**src/rtl/iic_master_rw.sv**
```systemverilog
// I2C master with TX/RX byte FIFOs: write sessions stream queued bytes to a latched
// address, read sessions fetch a latched byte count and NACK the final byte.
module iic_master_rw #(
  parameter int QUARTER_DIV = 125,
  parameter int FIFO_DEPTH  = 16,
  parameter int CNT_W       = 8
) (
  input  logic             in_clk,
  input  logic             in_rst_n,
  input  logic             in_enable,
  input  logic             in_rw,
  input  logic [6:0]       in_device_address,
  input  logic [CNT_W-1:0] in_read_count,
  input  logic             in_tx_push,
  input  logic [7:0]       in_tx_data,
  input  logic             in_rx_pop,
  output logic [7:0]       out_rx_data,
  output logic             out_tx_full,
  output logic             out_tx_empty,
  output logic             out_rx_full,
  output logic             out_rx_empty,
  output logic             out_busy,
  output logic             out_nack,
  output logic             out_tx_overflow,
  input  logic             in_iic_sda,
  output logic             out_iic_scl,
  output logic             out_iic_sda,
  output logic             out_iic_sda_oe
);

  localparam int AW = $clog2(FIFO_DEPTH);
  localparam int QW = $clog2(QUARTER_DIV);
  localparam logic [AW:0] PTR_ONE = 1;

  localparam logic [3:0] S_IDLE     = 4'd0;
  localparam logic [3:0] S_START    = 4'd1;
  localparam logic [3:0] S_ADDR     = 4'd2;
  localparam logic [3:0] S_ADDR_ACK = 4'd3;
  localparam logic [3:0] S_PENDING  = 4'd4;
  localparam logic [3:0] S_WR_BYTE  = 4'd5;
  localparam logic [3:0] S_WR_ACK   = 4'd6;
  localparam logic [3:0] S_RD_BYTE  = 4'd7;
  localparam logic [3:0] S_RD_ACK   = 4'd8;
  localparam logic [3:0] S_STOP     = 4'd9;
  localparam logic [3:0] S_DONE     = 4'd10;

  logic [3:0]       state;
  logic [QW-1:0]    qcnt;
  logic [1:0]       qtr;
  logic [2:0]       bit_cnt;
  logic [7:0]       shift;
  logic             samp;
  logic             en_q;
  logic             rw_q;
  logic [6:0]       addr_q;
  logic [CNT_W-1:0] remaining;
  logic             nack;
  logic             tx_ovf;

  logic [7:0]  tx_mem [FIFO_DEPTH];
  logic [AW:0] tx_wr, tx_rd;
  logic [7:0]  rx_mem [FIFO_DEPTH];
  logic [AW:0] rx_wr, rx_rd;

  logic tx_full, tx_empty, rx_full, rx_empty;
  logic tx_pop, tx_push_ok, tx_flush, rx_push, rx_pop_ok;
  logic bus_state, q_end, bit_end, sample_pt, start_ok;

  assign tx_empty = (tx_wr == tx_rd);
  assign tx_full  = (tx_wr[AW] != tx_rd[AW]) && (tx_wr[AW-1:0] == tx_rd[AW-1:0]);
  assign rx_empty = (rx_wr == rx_rd);
  assign rx_full  = (rx_wr[AW] != rx_rd[AW]) && (rx_wr[AW-1:0] == rx_rd[AW-1:0]);

  assign bus_state = (state != S_IDLE) && (state != S_PENDING) && (state != S_DONE);
  assign q_end     = (qcnt == QW'(QUARTER_DIV - 1));
  assign bit_end   = bus_state && q_end && (qtr == 2'd3);
  assign sample_pt = bus_state && q_end && (qtr == 2'd2);
  assign start_ok  = (state == S_IDLE) && in_enable && !en_q;

  assign tx_pop     = (state == S_PENDING) && !rw_q && !tx_empty;
  // A pop in the same cycle frees the slot, so a push into a full FIFO is still taken.
  assign tx_push_ok = in_tx_push && (!tx_full || tx_pop);
  assign tx_flush   = bit_end && samp && ((state == S_ADDR_ACK) || (state == S_WR_ACK));
  assign rx_push    = (state == S_RD_BYTE) && bit_end && (bit_cnt == 3'd7);
  assign rx_pop_ok  = in_rx_pop && !rx_empty;

  // NOTE: FIFO storage has no reset; the pointers alone define what is valid.
  always_ff @(posedge in_clk) begin
    if (tx_push_ok) tx_mem[tx_wr[AW-1:0]] <= in_tx_data;
    if (rx_push)    rx_mem[rx_wr[AW-1:0]] <= shift;
  end

  always_ff @(posedge in_clk or negedge in_rst_n) begin
    if (!in_rst_n) begin
      tx_wr <= '0;
      tx_rd <= '0;
      rx_wr <= '0;
      rx_rd <= '0;
    end else begin
      if (tx_push_ok) tx_wr <= tx_wr + PTR_ONE;
      if (tx_flush)    tx_rd <= tx_wr;
      else if (tx_pop) tx_rd <= tx_rd + PTR_ONE;
      if (rx_push)   rx_wr <= rx_wr + PTR_ONE;
      if (rx_pop_ok) rx_rd <= rx_rd + PTR_ONE;
    end
  end

  // NOTE: sequential state uses non-blocking assignments so every register sees pre-edge values.
  always_ff @(posedge in_clk or negedge in_rst_n) begin
    if (!in_rst_n) begin
      state     <= S_IDLE;
      qcnt      <= '0;
      qtr       <= '0;
      bit_cnt   <= '0;
      shift     <= '0;
      samp      <= 1'b1;
      en_q      <= 1'b0;
      rw_q      <= 1'b0;
      addr_q    <= '0;
      remaining <= '0;
      nack      <= 1'b0;
      tx_ovf    <= 1'b0;
    end else begin
      en_q <= in_enable;

      if (bus_state) begin
        if (q_end) begin
          qcnt <= '0;
          qtr  <= qtr + 2'd1;
        end else begin
          qcnt <= qcnt + QW'(1);
        end
      end else begin
        qcnt <= '0;
        qtr  <= '0;
      end

      if (sample_pt) begin
        samp <= in_iic_sda;
        if (state == S_RD_BYTE) shift <= {shift[6:0], in_iic_sda};
      end

      if (start_ok) tx_ovf <= 1'b0;
      if (in_tx_push && tx_full && !tx_pop) tx_ovf <= 1'b1;

      case (state)
        S_IDLE: begin
          if (start_ok) begin
            rw_q      <= in_rw;
            addr_q    <= in_device_address;
            remaining <= in_read_count;
            nack      <= 1'b0;
            state     <= S_START;
          end
        end
        S_START: begin
          if (bit_end) begin
            shift   <= {addr_q, rw_q};
            bit_cnt <= '0;
            state   <= S_ADDR;
          end
        end
        S_ADDR, S_WR_BYTE: begin
          if (bit_end) begin
            shift   <= {shift[6:0], 1'b0};
            bit_cnt <= bit_cnt + 3'd1;
            if (bit_cnt == 3'd7) state <= (state == S_ADDR) ? S_ADDR_ACK : S_WR_ACK;
          end
        end
        S_ADDR_ACK, S_WR_ACK: begin
          if (bit_end) begin
            if (samp) begin
              nack  <= 1'b1;
              state <= S_STOP;
            end else begin
              state <= S_PENDING;
            end
          end
        end
        S_PENDING: begin
          bit_cnt <= '0;
          if (!rw_q) begin
            if (!tx_empty) begin
              shift <= tx_mem[tx_rd[AW-1:0]];
              state <= S_WR_BYTE;
            end else if (!in_enable) begin
              state <= S_STOP;
            end
          end else if (remaining == '0) begin
            state <= S_STOP;
          end else if (!rx_full) begin
            state <= S_RD_BYTE;
          end
        end
        S_RD_BYTE: begin
          if (bit_end) begin
            bit_cnt <= bit_cnt + 3'd1;
            if (bit_cnt == 3'd7) state <= S_RD_ACK;
          end
        end
        S_RD_ACK: begin
          if (bit_end) begin
            remaining <= remaining - CNT_W'(1);
            state     <= S_PENDING;
          end
        end
        S_STOP:  if (bit_end) state <= S_DONE;
        S_DONE:  state <= S_IDLE;
        default: state <= S_IDLE;
      endcase
    end
  end

  // Bus pins are decoded from registered state, so reset releases them immediately.
  always_comb begin
    // NOTE: defaults first so every path assigns both outputs and no latch is inferred.
    out_iic_scl    = 1'b1;
    out_iic_sda_oe = 1'b0;
    case (state)
      S_START: out_iic_sda_oe = qtr[1];
      S_ADDR, S_WR_BYTE: begin
        out_iic_scl    = qtr[1];
        out_iic_sda_oe = ~shift[7];
      end
      S_ADDR_ACK, S_WR_ACK, S_RD_BYTE: out_iic_scl = qtr[1];
      S_RD_ACK: begin
        out_iic_scl    = qtr[1];
        out_iic_sda_oe = (remaining > CNT_W'(1));
      end
      S_PENDING: out_iic_scl = 1'b0;
      S_STOP: begin
        out_iic_scl    = (qtr != 2'd0);
        out_iic_sda_oe = (qtr != 2'd3);
      end
      default: ;
    endcase
  end

  assign out_iic_sda     = 1'b0;
  assign out_rx_data     = rx_empty ? 8'h00 : rx_mem[rx_rd[AW-1:0]];
  assign out_tx_full     = tx_full;
  assign out_tx_empty    = tx_empty;
  assign out_rx_full     = rx_full;
  assign out_rx_empty    = rx_empty;
  assign out_busy        = (state != S_IDLE);
  assign out_nack        = nack;
  assign out_tx_overflow = tx_ovf;

endmodule

```
**config.mk**
```make
export PLATFORM = sky130hd
export DESIGN_NAME = iic_master_rw
export DESIGN_NICKNAME = d
export VERILOG_FILES = /design/src/rtl/iic_master_rw.sv
export SDC_FILE = /design/constraint.sdc
export NUM_CORES = 1
export LEC_CHECK = 0
export ABC_AREA = 1
export CAP_MARGIN = 20
export CORE_ASPECT_RATIO = 1.5
export CORE_MARGIN = 2
export CORE_UTILIZATION = 60
export CTS_CLUSTER_SIZE = 40
export DETAILED_ROUTE_END_ITERATION = 8
export PLACE_DENSITY_LB_ADDON = 0.25
export SETUP_SLACK_MARGIN = 0.5
export SLEW_MARGIN = 5
export SYNTH_ARGS = -nofsm -noshare
export SYNTH_HDL_FRONTEND = slang
export SYNTH_SLANG_ARGS = --single-unit
```
**constraint.sdc**
```tcl
create_clock -name in_clk -period 4.4 [get_ports in_clk]
set_clock_uncertainty 0.1 [all_clocks]
set_input_delay 0.66 -clock in_clk [delete_from_list [all_inputs] [get_ports in_clk]]
set_output_delay 0.66 -clock in_clk [all_outputs]
set_load 0.05 [all_outputs]
```
# After elaboration in Yosys (flattened, before gate mapping)
# Memories as Yosys holds them, arrays and structs flattened.
# Cells that the tools add are included.
[classes]
addsub = 8
order_cmp = 1
eq_ne = 36
n_mux = 48
bitwise_logic = 1
reduce_logical = 45
[op_table]
columns = ["cell", "count"]
rows = [
  ["$mux 8", 9],
  ["$mux 4", 15],
  ["$pmux 4 s8", 1],
  ["$pmux 8 s3", 1],
  ["$add 5x1->5 const B", 4],
  ["$ne 2x2->1 const B", 10],
  ["$logic_and 1x1->1", 19],
  ["$eq 4x3->1 const B", 4],
  ["$pmux 8 s2", 1],
  ["$mux 7", 2],
  ["$reduce_and 11->1", 1],
  ["$eq 5x5->1", 2],
  ["$mux 5", 2],
  ["$reduce_bool 2->1", 5],
  ["$mux 3", 3],
  ["$pmux 3 s3", 1],
  ["$eq 4x2->1 const B", 2],
  ["$eq 4x4->1", 2],
  ["$eq 4x4->1 const B", 2],
  ["$gt 8x1->1 const B", 1],
  ["$logic_not 8->1", 1],
  ["$mux 1", 8],
  ["$ne 4x3->1 const B", 2],
  ["$ne 4x4->1 const B", 2],
  ["other kinds (26)", 39],
]
[word_totals]
regBits = 64
ram_bits = 256
word_cells = 157
mem_count = 2
[memory_table]
columns = ["memory", "words", "word_bits", "rd", "rd_ports_with_merged_regs", "wr", "line_no", "source"]
rows = [
  ["rx_mem", 16, 8, 1, 0, 1, "62", "logic [7:0] rx_mem [FIFO_DEPTH];"],
  ["tx_mem", 16, 8, 1, 0, 1, "60", "logic [7:0] tx_mem [FIFO_DEPTH];"],
]

# Longest topological paths before layout
# Gate-level depths: netlist of run 1.
[logic_depth]
depth_word = 9
depth_mapped = 13
mapped_depth_nobuf = 12

# Worst setup path before layout of run 1
# No wires, ideal clock.
[synth_path]
path_kind = "reg-to-output"
from = "reg rx_rd[0]"
to = "out out_rx_data[0]"
arrival_time_ns = 2.304
t_required_ns = 3.640
slack_ns = 1.336
stages_incl_launch_ff = 7
n_path_buf = 1
path_cell_list = "dfrtp_1 > buf_2 > xor2_1 > nor2_1 > nand3_1 > clkinv_1 > a31oi_1"
[synth_between]
elab_chain_len = 2
elab_cells_between_ends = 3
[synth_lines]
columns = ["element", "line_no", "source"]
rows = [
  ["from (decl)", "63", "logic [AW:0] rx_wr, rx_rd;"],
  ["from (signal assigned)", "104", "if (rx_pop_ok) rx_rd <= rx_rd + PTR_ONE;"],
  ["$eq 5x5->1", "71", "assign rx_empty = (rx_wr == rx_rd);"],
  ["net out_rx_empty", "21", "output logic out_rx_empty,"],
  ["$mux 8", "240", "assign out_rx_data = rx_empty ? 8'h00 : rx_mem[rx_rd[AW-1:0]];"],
  ["to (decl)", "17", "output logic [7:0] out_rx_data,"],
]
# The timed path passes the listed nets, and every way through them passes these cells.

# Worst setup path after layout of run 1
[layout_path]
from = "reg tx_rd[2]"
to = "out out_tx_empty"
[layout_between]
elab_chain_len = 1
[layout_lines]
columns = ["element", "line_no", "source"]
rows = [
  ["from (decl)", "61", "logic [AW:0] tx_wr, tx_rd;"],
  ["from (signal assigned)", "101", "if (tx_flush) tx_rd <= tx_wr;"],
  ["from (signal assigned)", "102", "else if (tx_pop) tx_rd <= tx_rd + PTR_ONE;"],
  ["$eq 5x5->1", "69", "assign tx_empty = (tx_wr == tx_rd);"],
  ["to (decl)", "19", "output logic out_tx_empty,"],
]
# Every way passes these cells.

==> qor.txt, run 1 <==
mapped cell area -> 14,210 um2
final setup margin -> 0.6896 ns
register area -> 9296 um2
GP Congestion -> 0.8697
Worst path max stage delay -> 0.82 ns
Max Clk Rate -> 269.5 MHz
Die Area -> 24,950 um2
Die Width -> 129.6 um
drt total wl -> 32,670 um
Leakage -> 6.203 nW
most frequent CP cell -> nand2_1
Int Pwr -> 6.338 mW
io pins -> 48
Routed WL per cell -> 18.37 um
crit end category -> output port
number of inserted diodes -> 0
Cell Area, Placed -> 14,910 um2
CTS Buf Count -> 29
Tmin final -> 3.710 ns
RSZ-0062 raised after global routing -> no
synth unique cells -> 36
Core Region -> 23,480 um2
vias in the first global route -> 10,062
Antenna Nets Post-Route -> 0
Avg Cell Area, Syn -> 10.13 um2
dpl cells -> 1,723
crit path kind -> reg -> out
total power -> 10.36 mW
CTS max path bufs -> 3
largest net degree at the start of global routing -> 70
H-tree depth -> 1
Post-synth ARST share -> 20.00%
WP buf/inv -> 3
Layout fillers -> 1,787
fin. max-slew vios -> 0
global route total overflow -> 0
VDD IR max -> 0.6196 mV
CP Max Fanout -> 14
Synth top area share -> 54.11%
post-synthesis register bit count -> 320
fin nets -> 1,486
Critical Path AT -> 2.95 ns
CP top delay family -> buffers and inverters
initial antenna violation count -> 0
CP max-delay cell -> clkdlybuf4s50_1
final setup TNS -> 0 ns
HP Class -> reg -> reg
crit share post-route -> 84.33%
first-pass GRT wire length -> 51,270 um
CTS tree -> yes
Final Util -> 67.79%
Clk network pwr share -> 24.9%
Clock Sinks -> 320
Post-Layout Cell Count -> 1,778
commonest non-fill, non-tap cell in the layout -> nand2_1
Cell Rows -> 69
Sw Ratio -> 38.80%
DR pass1 iterations -> 5
clock root cell -> clkbuf_16
Finish-stage setup viols -> 0
IO Port Bufs -> 46
Seq pwr share -> 40.8%
Hold WS -> 0.3938 ns
post-detail-place hpwl -> 21,680 um
most frequent cells in the layout -> nand2_1, edfxtp_1, nor2_1
normalized max-slew margin -> 40.47%
mean number of vias per cell -> 5.616
syn_nets -> 1,451
Seq/Total Area, Yosys -> 65.39%
combinational share of power -> 34.2%
DRC -> 0
Synth Instances -> 1,402
Hold Violations, Final -> 0
main area contributors after synthesis -> edfxtp_1, dfrtp_1, nand2_1, nor2_1, nand3_1
Tightest Pin Transition -> 0.8896 ns
CP required -> 3.64 ns
Area Growth Syn to Fin -> 12.05%
Die Y -> 192.5 um
DR vias -> 9,985
most used flip-flop cell after synthesis -> edfxtp_1
multi-input logic area -> 4367 um2
Initial DRC Count -> 780
starting density of the core -> 60.50%
power per cell area -> 650.6 nW/um2
design area -> 15,920 um2
Sw Pwr -> 4.018 mW
post-synth top area cell -> edfxtp_1
Post-synth EDFFs -> 256
critical path cell sequence -> inv_2 > nand2_1 > nand2_1 > nor2_1 > nand3_1 > inv_1 > clkdlybuf4s50_1
Yosys Warn Count -> 0
layout cell share with drive strength beyond 1 -> 5.689%
Tot GR Track Use -> 26.71%
max-cap viol count -> 0
Startpoint Class -> flip-flop
status -> complete, no violations
clock-pin slew on the worst setup and hold paths -> 0.06 ns
Place WS -> 1.137 ns
worst-skew pair later-pin latency -> 0.56 ns
## cell families after synthesis
group | after synthesis | synth area share (%)
simple gates | 712 | 20.46
flops | 320 | 65.39
compound gates | 186 | 7.160
buf+inv | 141 | 3.875
xor+xnor | 23 | 1.418
fa+ha+maj | 19 | 1.673
other cells | 1 | 0.02639
## metal layers
layer	vias up	global-route usage (%)	part of all wire, %
met2	340	48.65	53
met4	0	13.77	4.8
met5	-	0	0
met1	4734	30.40	37
li1	4819	-	-
met3	92	3.355	5.0
## worst min-delay path: cells and delay by family, from the launching register on
family        cells  cell delay [ns]
flops             1             0.35
simple gates      2             0.12
## cells in the mapped netlist, types with 2 or more instances
master	n
a31oi_1	3
ha_1	19
buf_4	3
inv_1	75
buf_1	5
dfrtp_1	63
nand4_1	4
a22oi_1	7
inv_2	5
buf_2	8
xnor2_1	7
xor2_1	16
nor3_1	3
nand3b_1	2
clkbuf_1	41
o21ai_0	128
nand2_2	3
nor2_1	200
nand2_1	352
a21oi_1	21
o211ai_1	22
or2_2	4
edfxtp_1	256
clkinv_1	4
nand3_1	140
## worst paths after layout
| path | startpoint | endpoint | slack [ns] | depth (start not counted) |
|---|---|---|---|---|
| hold / removal | out_tx_overflow | out_tx_overflow | 0.39 | 2 |
| min in group asynchronous | in_rst_n | addr_q[4] | 0.43 | 2 |
| max in group asynchronous | in_rst_n | rx_rd[0] | 2.91 | 4 |
| hold reg to reg | out_tx_overflow | out_tx_overflow | 0.39 | 2 |
| setup reg to reg | tx_rd[2] | tx_mem[0][0] | 1.48 | 11 |
| setup / recovery | tx_rd[2] | out_tx_empty | 0.69 | 7 |
## state kept, by name, summed over array words and instances, names as in the netlist, 3 cells and up
signal     cells
rx_rd          5
qcnt           7
state          4
bit_cnt        3
addr_q         7
shift          8
rx_mem       128
remaining      8
rx_wr          5
tx_wr          5
tx_rd          5
tx_mem       128
## power groups by stage
stage / Clock [mW] / Sequential, mW / Combinational [mW]
finish: 2.58 / 4.23 / 3.55
global route: 2.73 / 4.27 / 3.96
CTS: 2.62 / 4.22 / 3.54
detailed placement: 0 / 4.28 / 3.51
global placement: 0 / 4.26 / 3.44
floorplan: 0 / 4.03 / 2.63
## layout make-up
type	instances	area share (%)
clock buffers	37	4.810
clock inverters	16	1.305
inverters	84	1.981
multi-input cells	941	27.43
flip-flops and latches	320	58.40
well taps	319	2.507
repair buffers	61	3.568
## what timing repair did
item | in CTS | in global routing
setup buffers | 0 | 0
gates resized for setup | 0 | 3
endpoints found under the hold margin | 0 | 12
setup endpoints to repair | 0 | 3
hold buffers | 0 | 1
Note: power is estimated with default switching activity, not from simulation.
==> run 2: changes to the inputs <==
--- a/config.mk
+++ b/config.mk
@@ -9,7 +9,7 @@
 export CAP_MARGIN = 20
 export CORE_ASPECT_RATIO = 1.5
 export CORE_MARGIN = 2
-export CORE_UTILIZATION = 60
+export CORE_UTILIZATION = 55
 export CTS_CLUSTER_SIZE = 40
 export DETAILED_ROUTE_END_ITERATION = 8
 export PLACE_DENSITY_LB_ADDON = 0.25
==> constraint.sdc (replaced) <==
create_clock -name in_clk -period 3.3 [get_ports in_clk]
set_clock_uncertainty 0.1 [all_clocks]
set_input_delay 0.495 -clock in_clk [delete_from_list [all_inputs] [get_ports in_clk]]
set_output_delay 0.495 -clock in_clk [all_outputs]
set_load 0.05 [all_outputs]
==> run 2 against run 1 <==
- worst setup slack worse by 0.25 ns
- largest cell class unchanged
- critical path type unchanged
- final cell count rose by 2.8%
- non-clock buffer count up 36
==> qor.txt, run 2 (synthesis gave the netlist of run 1 again) <==
status -> complete, no violations
layout cell share with drive strength beyond 1 -> 12.04%
io pins -> 48
fin nets -> 1,522
largest net degree at the start of global routing -> 64
normalized max-slew margin -> 37.89%
GP Congestion -> 0.8896
Initial DRC Count -> 820
r2r setup slk -> 0.66 ns
critical path cell sequence -> buf_6 > clkinv_8 > buf_16 > o21ai_2 > o21ai_0 > o211ai_1 > a21oi_2 > buf_12
Startpoint Class -> flip-flop
Core Region -> 25,580 um2
power per cell area -> 907.0 nW/um2
Antenna Nets Post-Route -> 0
RSZ-0062 raised after global routing -> yes
initial antenna violation count -> 0
Min-Delay Startpoint -> in_enable
mean number of vias per cell -> 5.654
CP Max Fanout -> 26
global route total overflow -> 0
CTS max path bufs -> 3
drt total wl -> 35,350 um
Hold Violations, Final -> 0
Critical Path AT -> 2.27 ns
Hold Path Stages -> 1
vias in the first global route -> 10,209
Die Width -> 135.2 um
commonest non-fill, non-tap cell in the layout -> nand2_1
starting density of the core -> 55.53%
Worst path max stage delay -> 0.43 ns
DRC -> 0
crit share post-route -> 86.73%
Tightest Pin Transition -> 0.9317 ns
Cell Rows -> 72
post-detail-place hpwl -> 22,360 um
Finish-stage setup viols -> 0
HP Class -> in -> reg
max-cap viol count -> 0
H-tree depth -> 1
Max Clk Rate -> 349.4 MHz
R2R Path End -> tx_mem[10][3]
Die Area -> 27,160 um2
Hold Path End -> en_q
Leakage -> 6.500 nW
Reg2Reg Launch Point -> tx_rd[3]
Die Y -> 200.8 um
Tot GR Track Use -> 25.79%
clock root cell -> clkbuf_16
DR vias -> 10,336
clock-pin slew on the worst setup and hold paths -> 0.07 ns
CTS tree -> yes
Routed WL per cell -> 19.34 um
IO Port Bufs -> 46
crit end category -> output port
CP max-delay cell -> dfrtp_2
Tmin final -> 2.862 ns
first-pass GRT wire length -> 53,620 um
VDD IR max -> 0.7547 mV
worst-skew pair later-pin latency -> 0.56 ns
DR pass1 iterations -> 5
Post-Layout Cell Count -> 1,828
dpl cells -> 1,755
fin. max-slew vios -> 0
Clock Sinks -> 320
reg2reg path depth -> 11
number of inserted diodes -> 0
crit path kind -> reg -> out
most frequent cells in the layout -> nand2_1, edfxtp_1, nor2_1
CTS Buf Count -> 29
Area Growth Syn to Fin -> 17.52%
CP required -> 2.70 ns
final setup TNS -> 0 ns
==> run 2: cell count changes in the layout (fill, tap and decap cells not counted), sizes merged <==
| cell | before | now |
|---|---|---|
| dlymetal6s2s | 2 | 0 |
| buf | 23 | 62 |
| clkinv | 12 | 14 |
| clkbuf | 37 | 39 |
| inv | 81 | 80 |
| clkdlybuf4s50 | 35 | 31 |
==> run 2: stage by stage <==
step,util [%],hold WS (ns),total power [mW],area [um2],setup WS [ns]
5_1_grt,65.26,0.3228,15.86,16700,0.3505
6_report,65.26,0.3170,15.14,16700,0.4379
4_1_cts,64.25,0.04765,14.83,16440,0.4340
3_3_place_gp,59.35,0.3752,10.85,15180,0.5690
3_5_place_dp,59.35,0.3753,10.93,15180,0.5539
2_1_floorplan,-,0.09941,8.879,14210,0.4013
==> run 2: what timing repair did <==
| item | in CTS | in global routing |
|---|---|---|
| pin swaps | 4 | 8 |
| setup buffers | 9 | 4 |
| hold endpoints to repair | 0 | 23 |
| hold buffers | 0 | 1 |
| resized for setup | 53 | 48 |
| endpoints found under the setup margin | 13 | 137 |
| gates cloned | 2 | 3 |
==> run 2: final cells by class <==
| type | count | area [um2] |
|---|---|---|
| Clock buffer | 36 | 782.0 |
| Clock inverter | 17 | 215.2 |
| Fill cell | 1965 | 8889 |
| Inverter | 84 | 336.6 |
| Multi-Input combinational cell | 941 | 4528 |
| Sequential cell | 320 | 9306 |
| Tap cell | 333 | 416.7 |
| Timing Repair Buffer | 97 | 1111 |
==> run 2: where the power goes <==
group          internal (mW)  switching [mW]  leakage [nW]
logic                   2.17            3.83          2.86
registers               5.00           0.622          3.16
clock network           2.07            1.45         0.481
total                   9.24            5.91          6.50
==> run 2: worst max path at each step <==
stage,slack (ns),cells past startpoint,end,startpoint
3_3_place_gp,0.57,8,out_rx_data[2],rx_rd[1]
2_1_floorplan,0.40,6,out_rx_data[0],rx_rd[0]
5_1_grt,0.35,8,out_rx_data[6],rx_rd[0]
6_report,0.44,8,out_rx_data[3],rx_rd[0]
3_5_place_dp,0.55,8,out_rx_data[1],rx_rd[1]
4_1_cts,0.43,9,out_rx_data[1],rx_rd[0]
==> run 2: layer usage <==
metal / vias to the layer above / GRT usage (%) / part of all wire, %
met4: 0 / 14.03 / 5.3
met1: 4940 / 29.30 / 36
met2: 378 / 47.12 / 54
met5: - / 0 / 0
met3: 107 / 2.500 / 4.8
li1: 4911 / - / -
==> run 2: critical path: cells and delay by family, from the launching register on <==
| family | cells | cell delay (ns) |
|---|---|---|
| flops | 1 | 0.43 |
| compound gates | 4 | 0.69 |
| buf+inv | 4 | 0.59 |
